**src/rtl/axi_burst_master.sv**
```systemverilog
// AXI burst master: independent read and write burst engines that move data
// between AXI and a pair of DMA FIFOs under a 4-phase start/done handshake.
module axi_burst_master #(
  parameter int ADDR_WIDTH = 32,
  parameter int DATA_WIDTH = 32,
  parameter int BURST_LEN  = 8
) (
  input  logic                  cpu_clk,
  input  logic                  cpu_rst_n,
  // read request side
  input  logic                  axi_master_read_start,
  output logic                  axi_master_read_done,
  input  logic [ADDR_WIDTH-1:0] axi_master_target_read_addr,
  input  logic [BURST_LEN-1:0]  axi_master_target_read_burst_len,
  output logic                  master2dma_afifo_wpush,
  output logic [DATA_WIDTH-1:0] master2dma_afifo_wdata,
  input  logic                  master2dma_afifo_wfull,
  // write request side
  input  logic                  axi_master_write_start,
  output logic                  axi_master_write_done,
  input  logic [ADDR_WIDTH-1:0] axi_master_target_write_addr,
  input  logic [BURST_LEN-1:0]  axi_master_target_write_burst_len,
  output logic                  dma2master_afifo_rpull,
  input  logic                  dma2master_afifo_rempty,
  input  logic [DATA_WIDTH-1:0] dma2master_afifo_rdata,
  // AXI read address / data
  output logic [ADDR_WIDTH-1:0] m_axi_araddr,
  output logic [BURST_LEN-1:0]  m_axi_arlen,
  output logic                  m_axi_arvalid,
  input  logic                  m_axi_arready,
  input  logic [DATA_WIDTH-1:0] m_axi_rdata,
  input  logic                  m_axi_rvalid,
  output logic                  m_axi_rready,
  // AXI write address / data / response
  output logic [ADDR_WIDTH-1:0] m_axi_awaddr,
  output logic [BURST_LEN-1:0]  m_axi_awlen,
  output logic                  m_axi_awvalid,
  input  logic                  m_axi_awready,
  output logic [DATA_WIDTH-1:0] m_axi_wdata,
  output logic                  m_axi_wlast,
  output logic                  m_axi_wvalid,
  input  logic                  m_axi_wready,
  input  logic                  m_axi_bvalid,
  output logic                  m_axi_bready
);

  typedef enum logic [1:0] {R_IDLE, R_ADDR, R_DATA, R_DONE} rd_state_t;
  typedef enum logic [2:0] {W_IDLE, W_ADDR, W_DATA, W_RESP, W_DONE} wr_state_t;

  rd_state_t             rd_state, rd_state_next;
  logic [ADDR_WIDTH-1:0] rd_addr;
  logic [BURST_LEN-1:0]  rd_len;
  logic [BURST_LEN-1:0]  rd_cnt;
  logic                  rd_beat;

  wr_state_t             wr_state, wr_state_next;
  logic [ADDR_WIDTH-1:0] wr_addr;
  logic [BURST_LEN-1:0]  wr_len;
  logic [BURST_LEN-1:0]  wr_cnt;
  logic                  wr_beat;

  // ---------------- read engine ----------------
  always_ff @(posedge cpu_clk or negedge cpu_rst_n) begin
    if (!cpu_rst_n) begin
      rd_state <= R_IDLE;
      rd_addr  <= '0;
      rd_len   <= '0;
      rd_cnt   <= '0;
    end else begin
      rd_state <= rd_state_next;
      // request parameters are captured only on the idle->addr edge
      if (rd_state == R_IDLE && rd_state_next == R_ADDR) begin
        rd_addr <= axi_master_target_read_addr;
        rd_len  <= axi_master_target_read_burst_len;
        rd_cnt  <= '0;
      end else if (rd_beat) begin
        rd_cnt <= rd_cnt + 1'b1;
      end
    end
  end

  always_comb begin
    rd_state_next          = rd_state;
    rd_beat                = 1'b0;
    m_axi_araddr           = '0;
    m_axi_arlen            = '0;
    m_axi_arvalid          = 1'b0;
    m_axi_rready           = 1'b0;
    master2dma_afifo_wpush = 1'b0;
    master2dma_afifo_wdata = '0;
    axi_master_read_done   = 1'b0;
    case (rd_state)
      R_IDLE: begin
        if (axi_master_read_start) rd_state_next = R_ADDR;
      end
      R_ADDR: begin
        m_axi_arvalid = 1'b1;
        m_axi_araddr  = rd_addr;
        m_axi_arlen   = rd_len;
        if (m_axi_arready) rd_state_next = R_DATA;
      end
      R_DATA: begin
        m_axi_rready = !master2dma_afifo_wfull;
        if (m_axi_rvalid && !master2dma_afifo_wfull) begin
          rd_beat                = 1'b1;
          master2dma_afifo_wpush = 1'b1;
          master2dma_afifo_wdata = m_axi_rdata;
          // equality compare so len=all-ones still yields 2**BURST_LEN beats
          if (rd_cnt == rd_len) rd_state_next = R_DONE;
        end
      end
      R_DONE: begin
        axi_master_read_done = 1'b1;
        if (!axi_master_read_start) rd_state_next = R_IDLE;
      end
      default: rd_state_next = R_IDLE;
    endcase
  end

  // ---------------- write engine ----------------
  always_ff @(posedge cpu_clk or negedge cpu_rst_n) begin
    if (!cpu_rst_n) begin
      wr_state <= W_IDLE;
      wr_addr  <= '0;
      wr_len   <= '0;
      wr_cnt   <= '0;
    end else begin
      wr_state <= wr_state_next;
      if (wr_state == W_IDLE && wr_state_next == W_ADDR) begin
        wr_addr <= axi_master_target_write_addr;
        wr_len  <= axi_master_target_write_burst_len;
        wr_cnt  <= '0;
      end else if (wr_beat) begin
        wr_cnt <= wr_cnt + 1'b1;
      end
    end
  end

  always_comb begin
    wr_state_next          = wr_state;
    wr_beat                = 1'b0;
    m_axi_awaddr           = '0;
    m_axi_awlen            = '0;
    m_axi_awvalid          = 1'b0;
    m_axi_wdata            = '0;
    m_axi_wlast            = 1'b0;
    m_axi_wvalid           = 1'b0;
    m_axi_bready           = 1'b0;
    dma2master_afifo_rpull = 1'b0;
    axi_master_write_done  = 1'b0;
    case (wr_state)
      W_IDLE: begin
        if (axi_master_write_start) wr_state_next = W_ADDR;
      end
      W_ADDR: begin
        m_axi_awvalid = 1'b1;
        m_axi_awaddr  = wr_addr;
        m_axi_awlen   = wr_len;
        if (m_axi_awready) wr_state_next = W_DATA;
      end
      W_DATA: begin
        // FIFO is first-word-fall-through, so its head is valid write data
        m_axi_wvalid = !dma2master_afifo_rempty;
        m_axi_wdata  = dma2master_afifo_rdata;
        m_axi_wlast  = (wr_cnt == wr_len);
        if (!dma2master_afifo_rempty && m_axi_wready) begin
          wr_beat                = 1'b1;
          dma2master_afifo_rpull = 1'b1;
          if (wr_cnt == wr_len) wr_state_next = W_RESP;
        end
      end
      W_RESP: begin
        m_axi_bready = 1'b1;
        if (m_axi_bvalid) wr_state_next = W_DONE;
      end
      W_DONE: begin
        axi_master_write_done = 1'b1;
        if (!axi_master_write_start) wr_state_next = W_IDLE;
      end
      default: wr_state_next = W_IDLE;
    endcase
  end

endmodule

```
**config.mk**
```make
export PLATFORM = sky130hd
export DESIGN_NAME = axi_burst_master
export DESIGN_NICKNAME = d
export VERILOG_FILES = /design/src/rtl/axi_burst_master.sv
export SDC_FILE = /design/constraint.sdc
export NUM_CORES = 1
export LEC_CHECK = 0
export ABC_AREA = 0
export CAP_MARGIN = 20
export CORE_MARGIN = 3
export CORE_UTILIZATION = 35
export DETAILED_ROUTE_END_ITERATION = 8
export PLACE_DENSITY_LB_ADDON = 0.15
export RECOVER_POWER = 100
export REMOVE_ABC_BUFFERS = 1
export SETUP_SLACK_MARGIN = 0.05
export SYNTH_ARGS = -nofsm -noshare
export SYNTH_HDL_FRONTEND = slang
export SYNTH_SLANG_ARGS = --single-unit
```
**constraint.sdc**
```tcl
create_clock -name cpu_clk -period 3.31 [get_ports cpu_clk]
set_input_delay 0.993 -clock cpu_clk [delete_from_list [all_inputs] [get_ports cpu_clk]]
set_output_delay 0.993 -clock cpu_clk [all_outputs]
set_load 0.05 [all_outputs]
```
==> out/qor.csv, run 1 <==
stage,metric,value,unit
sta,max_freq,0.314,GHz
sta,slew_viol_final,39,
yosys,synthFlopType,dfrtp_1,
global_route,grt_max_degree,50,
routing,vias_per_cell,4.69,
final_layout,final_cells,969,
global_route,grt_pass1_vias,4785,
run_status,status,"finished, violations left",
worst_setup_path,cpPeakStageDelay,460,ps
clocking,cts-root-buf,clkbuf_16,
clocking,tritoncts,built,
die,rows,44,
global_route,grt_pass1_wl,26300,um
yosys,avgSynthCellArea,11.2,um2
yosys,synthArstFlopShare,100,%
clocking,cts_hold_buf,0,
die,die_w,128,um
clocking,cts_buffers,9,
sta,setup_violations,0,
worst_setup_path,cp_num_buf_inv,5,
worst_setup_path,critPathTopFamily,buffers and inverters,
routing,vias,4545,
placement,io_buffers,308,
clocking,cts.sinks,101,
yosys,synth_area,5250,um2
yosys,syn_inst,468,
worst_setup_path,path_cells,clkdlybuf4s50_1 -> nand2_1 -> inv_1 -> buf_6 -> buf_12 -> and2_4 -> buf_4,
routing,wl_per_cell,17.8,um
yosys,synth_most_common_cell,and2_1,
routing,final_antenna_net_count,0,
clocking,path_clk_slew,70,ps
placement,finalWeightedCongestion,0.783,
sta,finalCriticalPeriod,3190,ps
yosys,yosysWarningCount,0,
clocking,clk_latency,340,ps
routing,routed_wl,17300,um
sta,rsz0062_at_grt,no,
die,initial_core_util,36.0,%
routing,drt_iter0_markers,183,
die,core,14600,um2
global_route,track_usage,20.3,%
sta,worstMarginPinSlew,2160,ps
placement,dp_hpwl,13300,um
global_route,grt-ovfl-total,0,
worst_setup_path,crit_slowest_cell,clkdlybuf4s50_1,
final_layout,seqCellArea,2530,um2
die,io_pins,309,
global_route,antenna_found_initial,0,
sta,relSlewSlack,-44.3,%
sta,fin_crit_sh,96.3,%
final_layout,fillers,1146,
worst_setup_path,crit_type,in2out,
worst_setup_path,reg2reg_depth,3,
sta,finalHoldViolations,0,
sta,fin_hold_ws,498,ps
clocking,cts_buffer_depth,2,
power_and_ir_drop,ir_worst_vdd,0.437,mV
yosys,synth_cell_types,40,
final_layout,area_delta_synth_final,82.9,%
worst_setup_path,cp_max_fo,8,
min_path,hold_depth,1,
yosys,yosys-top-cells-count,"and2_1 (146), dfrtp_1 (101), mux2_2 (80)",
yosys,ys_ff_latch,101,
worst_setup_path,cp-start-kind,input port,
yosys,synth_top_area_share,48.1,%
yosys,synth-seq-area-share,48.1,%
power_and_ir_drop,leakagePower,0.00415,uW
final_layout,nets,936,
run_status,violations,"capacitance limit, slew limit",
yosys,synth-edff-count,0,
die,die-area,16500,um2
worst_setup_path,worst_ep_arrival_time,2190,ps
min_path,worstHoldPathType,reg2reg,
worst_setup_path,cp_num_cells,7,
worst_setup_path,worst_setup_path_end_kind,primary output,
clocking,h-tree-depth,3,
worst_setup_path,worstPathRequired,2320,ps
final_layout,multi_input_area,2630,um2
yosys,yosysTopAreaCell,dfrtp_1,
routing,first_pass_iters,4,
flow_run,max_cap_violations,1,
yosys,synthTopCellsByArea,"dfrtp_1 (48%), and2_1 (17%), mux2_2 (17%)",
routing,drcViolationCount,0,
placement,placed_cells,944,
final_layout,drive_gt1_share,37.4,%
power_and_ir_drop,power_density,842,nW/um2
sta,fin_skew,5.52,ps
die,die_y,128,um
==> where the power goes <==
group | total, uW | switching (uW) | leakage (uW) | internal (uW)
clock | 1080 | 456 | 0.000148 | 627
sequential | 2140 | 359 | 0.00123 | 1780
combinational | 4870 | 2610 | 0.00278 | 2250
total | 8090 | 3430 | 0.00415 | 4660
==> flip-flops by register name, summed over array words and instances (netlist names) <==
| name | count |
|---|---|
| rd_addr | 32 |
| rd_cnt | 8 |
| rd_len | 8 |
| rd_state | 2 |
| wr_addr | 32 |
| wr_cnt | 8 |
| wr_len | 8 |
| wr_state | 3 |
==> worst register-to-register path: cells and delay by family, from the launching register on <==
family        cells  cell delay, ps
buf+inv           1             930
flops             1             490
mux               1             460
simple gates      1             330
==> worst paths after layout <==
path / from / endpoint / slack, ps
setup / recovery: m_axi_rvalid / master2dma_afifo_wdata[3] / 120
hold / removal: rd_addr[20] / rd_addr[20] / 500
hold reg to reg: rd_addr[20] / rd_addr[20] / 500
min in group asynchronous: cpu_rst_n / rd_addr[29] / 1280
setup reg to reg: wr_state[0] / wr_addr[26] / 970
max in group asynchronous: cpu_rst_n / wr_addr[8] / 620
==> cell type report <==
class	count	share of cell area [%]
flip-flops and latches	101	26.3
diodes	1	0.0261
repair buffers	328	40.5
inverters	4	0.156
multi-input cells	335	27.4
clock inverters	5	0.612
clock buffers	11	2.63
well taps	184	2.40
==> metal layers <==
metal	vias to the layer above	track usage [%]	routed length, um
met5	-	0	0
met4	0	5.19	273
met3	19	4.98	1200
met2	165	37.5	9410
met1	2188	23.5	6380
li1	2173	-	-
==> cells by family after synthesis <==
kind of cell	Yosys count	share of synthesized area, %
buffers and inverters	32	3.10
and+or+nand+nor	208	24.7
AOI/OAI and AO/OA	19	2.14
xor gates and xnor gates	26	4.34
muxes	80	17.2
adders and majority gates	2	0.476
DFF	101	48.1
==> layout by cell type, fill, tap and decap left out, types with 13 or more instances in the layout <==
master           count
clkbuf_2            15
xor2_1              22
nor2_1              13
mux2_2              80
buf_4               47
and2_4              32
and2_1              23
buf_6               16
buf_12              81
and2_0              91
dfrtp_1            101
clkdlybuf4s50_1    148
==> metrics by stage <==
| step | area, um2 | setup TNS, ps | util (%) | setup WS [ps] | total power [uW] |
|---|---|---|---|---|---|
| after floorplan | 5100 | -159000 | - | -1440 | 4910 |
| after global placement | 9560 | 0 | 65.5 | 15.6 | 7100 |
| after detailed placement | 9560 | -995 | 65.5 | -50.2 | 7210 |
| after CTS | 10100 | 0 | 69.1 | 48.6 | 8420 |
| after global routing | 9600 | 0 | 65.8 | 32.9 | 8510 |
| final | 9610 | 0 | 65.8 | 123 | 8090 |
==> timing repair <==
| item | in CTS | in global routing |
|---|---|---|
| pin swaps | 2 | 4 |
| cloned | 2 | 0 |
| setup endpoints to repair | 33 | 18 |
| buffers inserted | 7 | 0 |
| gates resized for setup | 37 | 2 |
No activity file was read; power rests on OpenSTA's default activity.
==> run 2: changes to the inputs <==
- CORE_MARGIN: 3 -> 2
==> run 2 against run 1 <==
First-iteration DRC count is 25% lower; the flow now finishes without violations; sequential power about the same; power increased by 1.0%; clock-buffer cell count stayed put; highest routed layer unchanged.
==> out/qor.csv, run 2 (same netlist as run 1, synthesis figures left out) <==
stage,metric,value,unit,change
run_status,status,"finished, final reports clean",,
global_route,grt_pass1_vias,4926,,+2.9%
sta,finalHoldViolations,0,,unchanged
die,io_pins,309,,unchanged
worst_setup_path,worst_setup_path_end_kind,primary output,,
final_layout,multi_input_area,2600,um2,-1.0%
clocking,cts-root-buf,clkbuf_16,,
power_and_ir_drop,finalPower,8180,uW,+1.0%
final_layout,largestRegisters,"rd_addr: 32 flops, wr_addr: 32 flops",,
power_and_ir_drop,ir_worst_vdd,0.460,mV,+5.2%
power_and_ir_drop,p_sw,3430,uW,about the same
worst_setup_path,worst_ep_arrival_time,2230,ps,+40 ps
sta,finalCriticalPeriod,3230,ps,+41.0 ps
worst_setup_path,path_cells,nor2b_1 -> and2_1 -> dlygate4sd3_1,,
placement,io_buffers,308,,unchanged
die,initial_core_util,36.0,%,unchanged
global_route,grt_max_degree,50,,unchanged
routing,first_pass_iters,4,,unchanged
final_layout,area_delta_synth_final,85.9,%,
power_and_ir_drop,p_clk_share,13.9,%,+0.5 points
min_path,worstHoldPathType,reg2reg,,
final_layout,final_cell_mix,"clkdlybuf4s50_1 (151), dfrtp_1 (101), buf_12 (92)",,
sta,rsz0062_at_grt,yes,,
final_layout,drive_gt1_share,32.3,%,-5.1 points
flow_run,max_cap_violations,0,,-1
sta,setup_violations,0,,unchanged
clocking,cts_buffer_depth,2,,unchanged
worst_setup_path,critPathTopFamily,buffers and inverters,,
worst_setup_path,worstPathRequired,2320,ps,about the same
global_route,grt-ovfl-total,0,,unchanged
clocking,h-tree-depth,3,,unchanged
placement,placed_cells,944,,unchanged
placement,dp_hpwl,13200,um,-0.77%
clocking,cts_hold_buf,0,,unchanged
power_and_ir_drop,seq_power_share,26.3,%,-0.2 points
sta,max_freq,0.310,GHz,-1.3%
sta,relSlewSlack,19.1,%,+63 points
placement,finalWeightedCongestion,0.864,,+10%
worst_setup_path,cp_max_fo,7,,-1
worst_setup_path,crit_slowest_cell,dlygate4sd3_1,,
power_and_ir_drop,switching_share,42.0,%,-0.41 points
final_layout,final_common_cell,clkdlybuf4s50_1,,
routing,drt_iter0_markers,138,,-25%
routing,final_antenna_net_count,0,,unchanged
sta,worstMarginPinSlew,1210,ps,-950 ps
worst_setup_path,cpPeakStageDelay,870,ps,+410 ps
power_and_ir_drop,internal-power,4750,uW,+1.7%
min_path,hp-start,rd_addr[18],,
min_path,hold_depth,1,,unchanged
clocking,path_clk_slew,70,ps,about the same
final_layout,nets,936,,unchanged
routing,routed_wl,17000,um,-1.4%
worst_setup_path,crit_type,reg2out,,
sta,fin_skew,5.39,ps,-0.134 ps
routing,wl_per_cell,17.6,um,-1.4%
worst_setup_path,cp_num_cells,3,,-4
worst_setup_path,critPathLaunch,rd_state[0],,
die,die-area,16000,um2,-3.1%
worst_setup_path,cp-start-kind,flop,,
global_route,track_usage,20.8,%,+0.45 points
worst_setup_path,reg2reg_from,wr_state[0],,
final_layout,final_cells,969,,unchanged
die,rows,44,,unchanged
final_layout,fillers,1122,,-2.1%
die,die_w,126,um,-1.6%
worst_setup_path,cp_num_buf_inv,1,,-4
global_route,antenna_found_initial,1,,+1
global_route,grt_pass1_wl,26400,um,+0.18%
clocking,cts.sinks,101,,unchanged
power_and_ir_drop,power_density,838,nW/um2,-0.58%
die,core,14600,um2,unchanged
final_layout,seqCellArea,2530,um2,unchanged
routing,vias,4601,,+1.2%
power_and_ir_drop,p_comb_share,59.8,%,-0.3 points
clocking,clk_latency,340,ps,about the same
sta,fin_crit_sh,97.5,%,+1.2 points
clocking,cts_buffers,9,,unchanged
power_and_ir_drop,leakagePower,0.00423,uW,+1.8%
die,die_y,126,um,-1.6%
sta,slew_viol_final,0,,-100%
worst_setup_path,reg2reg_depth,3,,unchanged
routing,vias_per_cell,4.75,,+1.2%
clocking,tritoncts,built,,
routing,drcViolationCount,0,,unchanged
## run 2: cell count changes in the layout (fill, tap and decap cells not counted), moves of 3 or more
cell             change
and2_0              -21
and2_1              +31
and2_4              -10
buf_12              +11
buf_4               -26
buf_6                -7
clkbuf_1             +6
clkbuf_2             -9
clkdlybuf4s50_1      +3
dlygate4sd2_1       +24
## run 2: timing repair
action                                  in CTS  in global routing
pin swaps                                    1                  4
cloned                                       2                  0
endpoints found under the setup margin      57                 31
setup buffers                                7                  0
gates resized for setup                     39                 16
endpoints found under the hold margin        0                  0
## run 2: area by class of cell
class                   count  area share (%)
clock inverters             5           0.833
repair buffers            328            41.6
flip-flops and latches    101            25.9
inverters                   4           0.154
multi-input cells         335            26.7
clock buffers              11            2.49
diodes                      1          0.0256
well taps                 184            2.36
## run 2: final timing paths
path | slack [ps] | endpoint
worst max register to register | 930 | wr_addr[12]
worst min-delay path | 500 | rd_addr[18]
max in group asynchronous | 740 | wr_addr[9]
worst max-delay path | 80 | m_axi_arlen[4]
min in group asynchronous | 880 | wr_addr[21]
worst min register to register | 500 | rd_addr[18]
## run 2: metrics by stage
stage               setup WS (ps)  area [um2]  hold WS [ps]  utilization [%]  TNS, ps
CTS                          50.7       10100           504             69.1        0
global route                 8.05        9760           511             66.9        0
finish                       82.1        9760           500             66.9        0
floorplan                   -1440        5100           472                -  -159000
global placement             19.3        9650           480             66.1        0
detailed placement          -28.5        9650           487             66.1     -144
## run 2: per-layer routing
| layer | global-route usage [%] | share of wire, % | vias up |
|---|---|---|---|
| met5 | 0 | 0 | - |
| met4 | 6.46 | 2.0 | 0 |
| li1 | - | - | 2178 |
| met3 | 5.61 | 7.0 | 23 |
| met1 | 22.9 | 37 | 2227 |
| met2 | 38.6 | 54 | 173 |
## run 2: power groups by stage
stage / clock network (uW) / registers, uW / logic [uW]
2_1_floorplan: 0 / 2050 / 2850
3_3_place_gp: 0 / 2140 / 5000
3_5_place_dp: 0 / 2190 / 5070
4_1_cts: 1170 / 2160 / 5120
5_1_grt: 1220 / 2230 / 5120
6_report: 1130 / 2150 / 4890
==> run 3: changes to the inputs <==
- REMOVE_ABC_BUFFERS: 1 -> not set
- TNS_END_PERCENT: not set -> 50
==> run 3 against run 2 <==
Power up 0.23%; clock-buffer cell count is 1 lower; critical path depth is 15 higher; combinational power grew 4%; die area unchanged; cell area increased by 2.4%; first-iteration DRC count down 12%; clock power decreased by 14%.
==> out/qor.csv, run 3 (same netlist as run 1, synthesis figures left out) <==
stage,metric,value,unit,change
final_layout,num_antenna_cells,0,,-1
final_layout,fillers,1046,,-6.8%
sta,fin_crit_sh,98.4,%,+0.87 points
sta,setup_slack,53.4,ps,-28.7 ps
final_layout,area_delta_synth_final,90.4,%,
placement,io_buffers,308,,unchanged
clocking,path_clk_slew,70,ps,about the same
die,die_w,126,um,unchanged
placement,dp_hpwl,13200,um,-0.36%
routing,first_pass_iters,4,,unchanged
power_and_ir_drop,seq_power_share,26.2,%,about the same
flow_run,max_cap_violations,0,,unchanged
final_layout,final_common_cell,clkdlybuf4s50_1,,
clocking,cts_buffers,9,,unchanged
die,die_y,126,um,unchanged
power_and_ir_drop,leakagePower,0.00435,uW,+2.9%
placement,pre_cts_ws,-28.4,ps,+0.0278 ps
clocking,cts_buffer_depth,2,,unchanged
clocking,h-tree-depth,3,,unchanged
global_route,grt_pass1_wl,26600,um,+0.78%
power_and_ir_drop,finalPower,8190,uW,+0.23%
sta,max_freq,0.307,GHz,-0.88%
min_path,worstHoldPathType,reg2reg,,
global_route,grt_pass1_vias,4734,,-3.9%
global_route,grt_max_degree,58,,+16%
routing,drcViolationCount,0,,unchanged
worst_setup_path,cp_max_fo,2,,-5
sta,fin_skew,4.57,ps,-0.814 ps
final_layout,drive_gt1_share,38.9,%,+6.7 points
clocking,cts.sinks,101,,unchanged
power_and_ir_drop,p_comb_share,62.0,%,+2.2 points
placement,placed_cells,945,,+0.11%
sta,finalCriticalPeriod,3260,ps,+28.7 ps
clocking,clk_latency,340,ps,about the same
power_and_ir_drop,p_clk_share,11.8,%,-2.1 points
global_route,track_usage,21.0,%,+0.25 points
worst_setup_path,worstPathRequired,3560,ps,+1240 ps
routing,drt_iter0_markers,122,,-12%
yosys,synth.net_count,625,,
die,die-area,16000,um2,unchanged
sta,slew_viol_final,0,,unchanged
worst_setup_path,worst_setup_path_end_kind,flop,,
power_and_ir_drop,switching_share,42.2,%,+0.25 points
power_and_ir_drop,internal-power,4740,uW,-0.20%
die,core,14600,um2,unchanged
clocking,cts-root-buf,clkbuf_16,,
run_status,status,"finished, final reports clean",,
routing,vias_per_cell,4.67,,-1.7%
sta,relSlewSlack,14.9,%,-4.1 points
sta,worstMarginPinSlew,1280,ps,+62.2 ps
clocking,cts_hold_buf,0,,unchanged
placement,finalWeightedCongestion,0.861,,-0.31%
routing,vias,4549,,-1.1%
worst_setup_path,cp-start-kind,input port,,
clocking,tritoncts,built,,
die,rows,44,,unchanged
global_route,grt-ovfl-total,0,,unchanged
power_and_ir_drop,p_sw,3460,uW,+0.83%
sta,finalHoldViolations,0,,unchanged
final_layout,largestRegisters,"rd_addr: 32 flops, wr_addr: 32 flops",,
die,io_pins,309,,unchanged
final_layout,final_cells,975,,+0.62%
die,initial_core_util,36.0,%,unchanged
worst_setup_path,worst_ep_arrival_time,3510,ps,+1280 ps
final_layout,final_cell_mix,"clkdlybuf4s50_1 (155), and2_1 (116), buf_12 (111)",,
sta,setup_violations,0,,unchanged
power_and_ir_drop,ir_worst_vdd,0.499,mV,+8.5%
routing,routed_wl,17000,um,-0.13%
power_and_ir_drop,power_density,820,nW/um2,-2.1%
worst_setup_path,crit_type,in2reg,,
global_route,antenna_found_initial,0,,-1
sta,rsz0062_at_grt,yes,,
final_layout,nets,944,,+0.85%
routing,final_antenna_net_count,0,,unchanged
routing,wl_per_cell,17.4,um,-0.74%
[run 3: cell types whose count changed in the layout (fill, tap and decap cells not counted), sizes merged]
cell | before | now
bufinv | 2 | 0
buf | 123 | 172
clkbuf | 30 | 12
clkinv | 1 | 2
dlymetal6s2s | 0 | 2
clkinvlp | 1 | 2
clkdlybuf4s50 | 151 | 155
bufbuf | 1 | 0
diode | 1 | 0
dlygate4sd2 | 26 | 1
dlygate4sd3 | 8 | 4
[run 3: worst max-delay path, cell delays in order]
cell           delay, ps
dlygate4sd2_1        250
nor3b_4              230
nand2_2              100
buf_4                150
buf_4                120
buf_4                120
buf_4                120
buf_4                120
buf_4                120
buf_4                120
buf_4                120
buf_4                120
buf_4                120
buf_4                120
buf_4                120
buf_4                120
buf_4                130
o31ai_1              220
[run 3: per-layer routing]
layer	vias up	routed length (um)	global-route usage [%]
met5	-	0	0
met2	174	9040	38.2
met4	0	301	6.14
li1	2179	-	-
met1	2175	6350	23.6
met3	21	1320	6.45
[run 3: area by class of cell]
| cell class | instances | area (um2) | area share (%) |
|---|---|---|---|
| clock buffers | 10 | 229 | 2.29 |
| clock inverters | 5 | 37.5 | 0.375 |
| inverters | 4 | 15.0 | 0.150 |
| multi-input cells | 335 | 2630 | 26.3 |
| flip-flops and latches | 101 | 2530 | 25.3 |
| well taps | 184 | 230 | 2.30 |
| repair buffers | 336 | 4330 | 43.3 |
[run 3: worst paths after layout]
| path | from | endpoint | slack (ps) | depth (start not counted) |
|---|---|---|---|---|
| worst max register to register | rd_state[0] | rd_state[0] | 430 | 17 |
| worst min-delay path | wr_addr[7] | wr_addr[7] | 500 | 1 |
| max in group asynchronous | cpu_rst_n | rd_len[0] | 580 | 2 |
| worst max-delay path | master2dma_afifo_wfull | rd_state[0] | 50 | 18 |
| min in group asynchronous | cpu_rst_n | wr_addr[19] | 850 | 1 |
| worst min register to register | wr_addr[7] | wr_addr[7] | 500 | 1 |
[run 3: power groups by stage]
| stage | Combinational (uW) | Sequential (uW) | Clock, uW |
|---|---|---|---|
| after floorplan | 2980 | 2040 | 0 |
| after global placement | 5000 | 2140 | 0 |
| after detailed placement | 5070 | 2180 | 0 |
| after CTS | 5140 | 2160 | 997 |
| after global routing | 5320 | 2230 | 1050 |
| final | 5080 | 2150 | 969 |
[run 3: metrics by stage]
stage               cell area, um2  utilization (%)  TNS, ps  hold slack [ps]
CTS                          10000             68.8        0              502
global placement              9640             66.1     -175              480
floorplan                     5320                -    -1100              472
global route                 10000             68.5    -35.2              510
finish                       10000             68.5        0              496
detailed placement            9640             66.1     -277              487
[run 3: what timing repair did]
item | in CTS | in global routing
gates resized for setup | 3 | 3
pin swaps | 2 | 0
gates cloned | 1 | 0
endpoints found under the setup margin | 34 | 6
setup buffers | 14 | 0
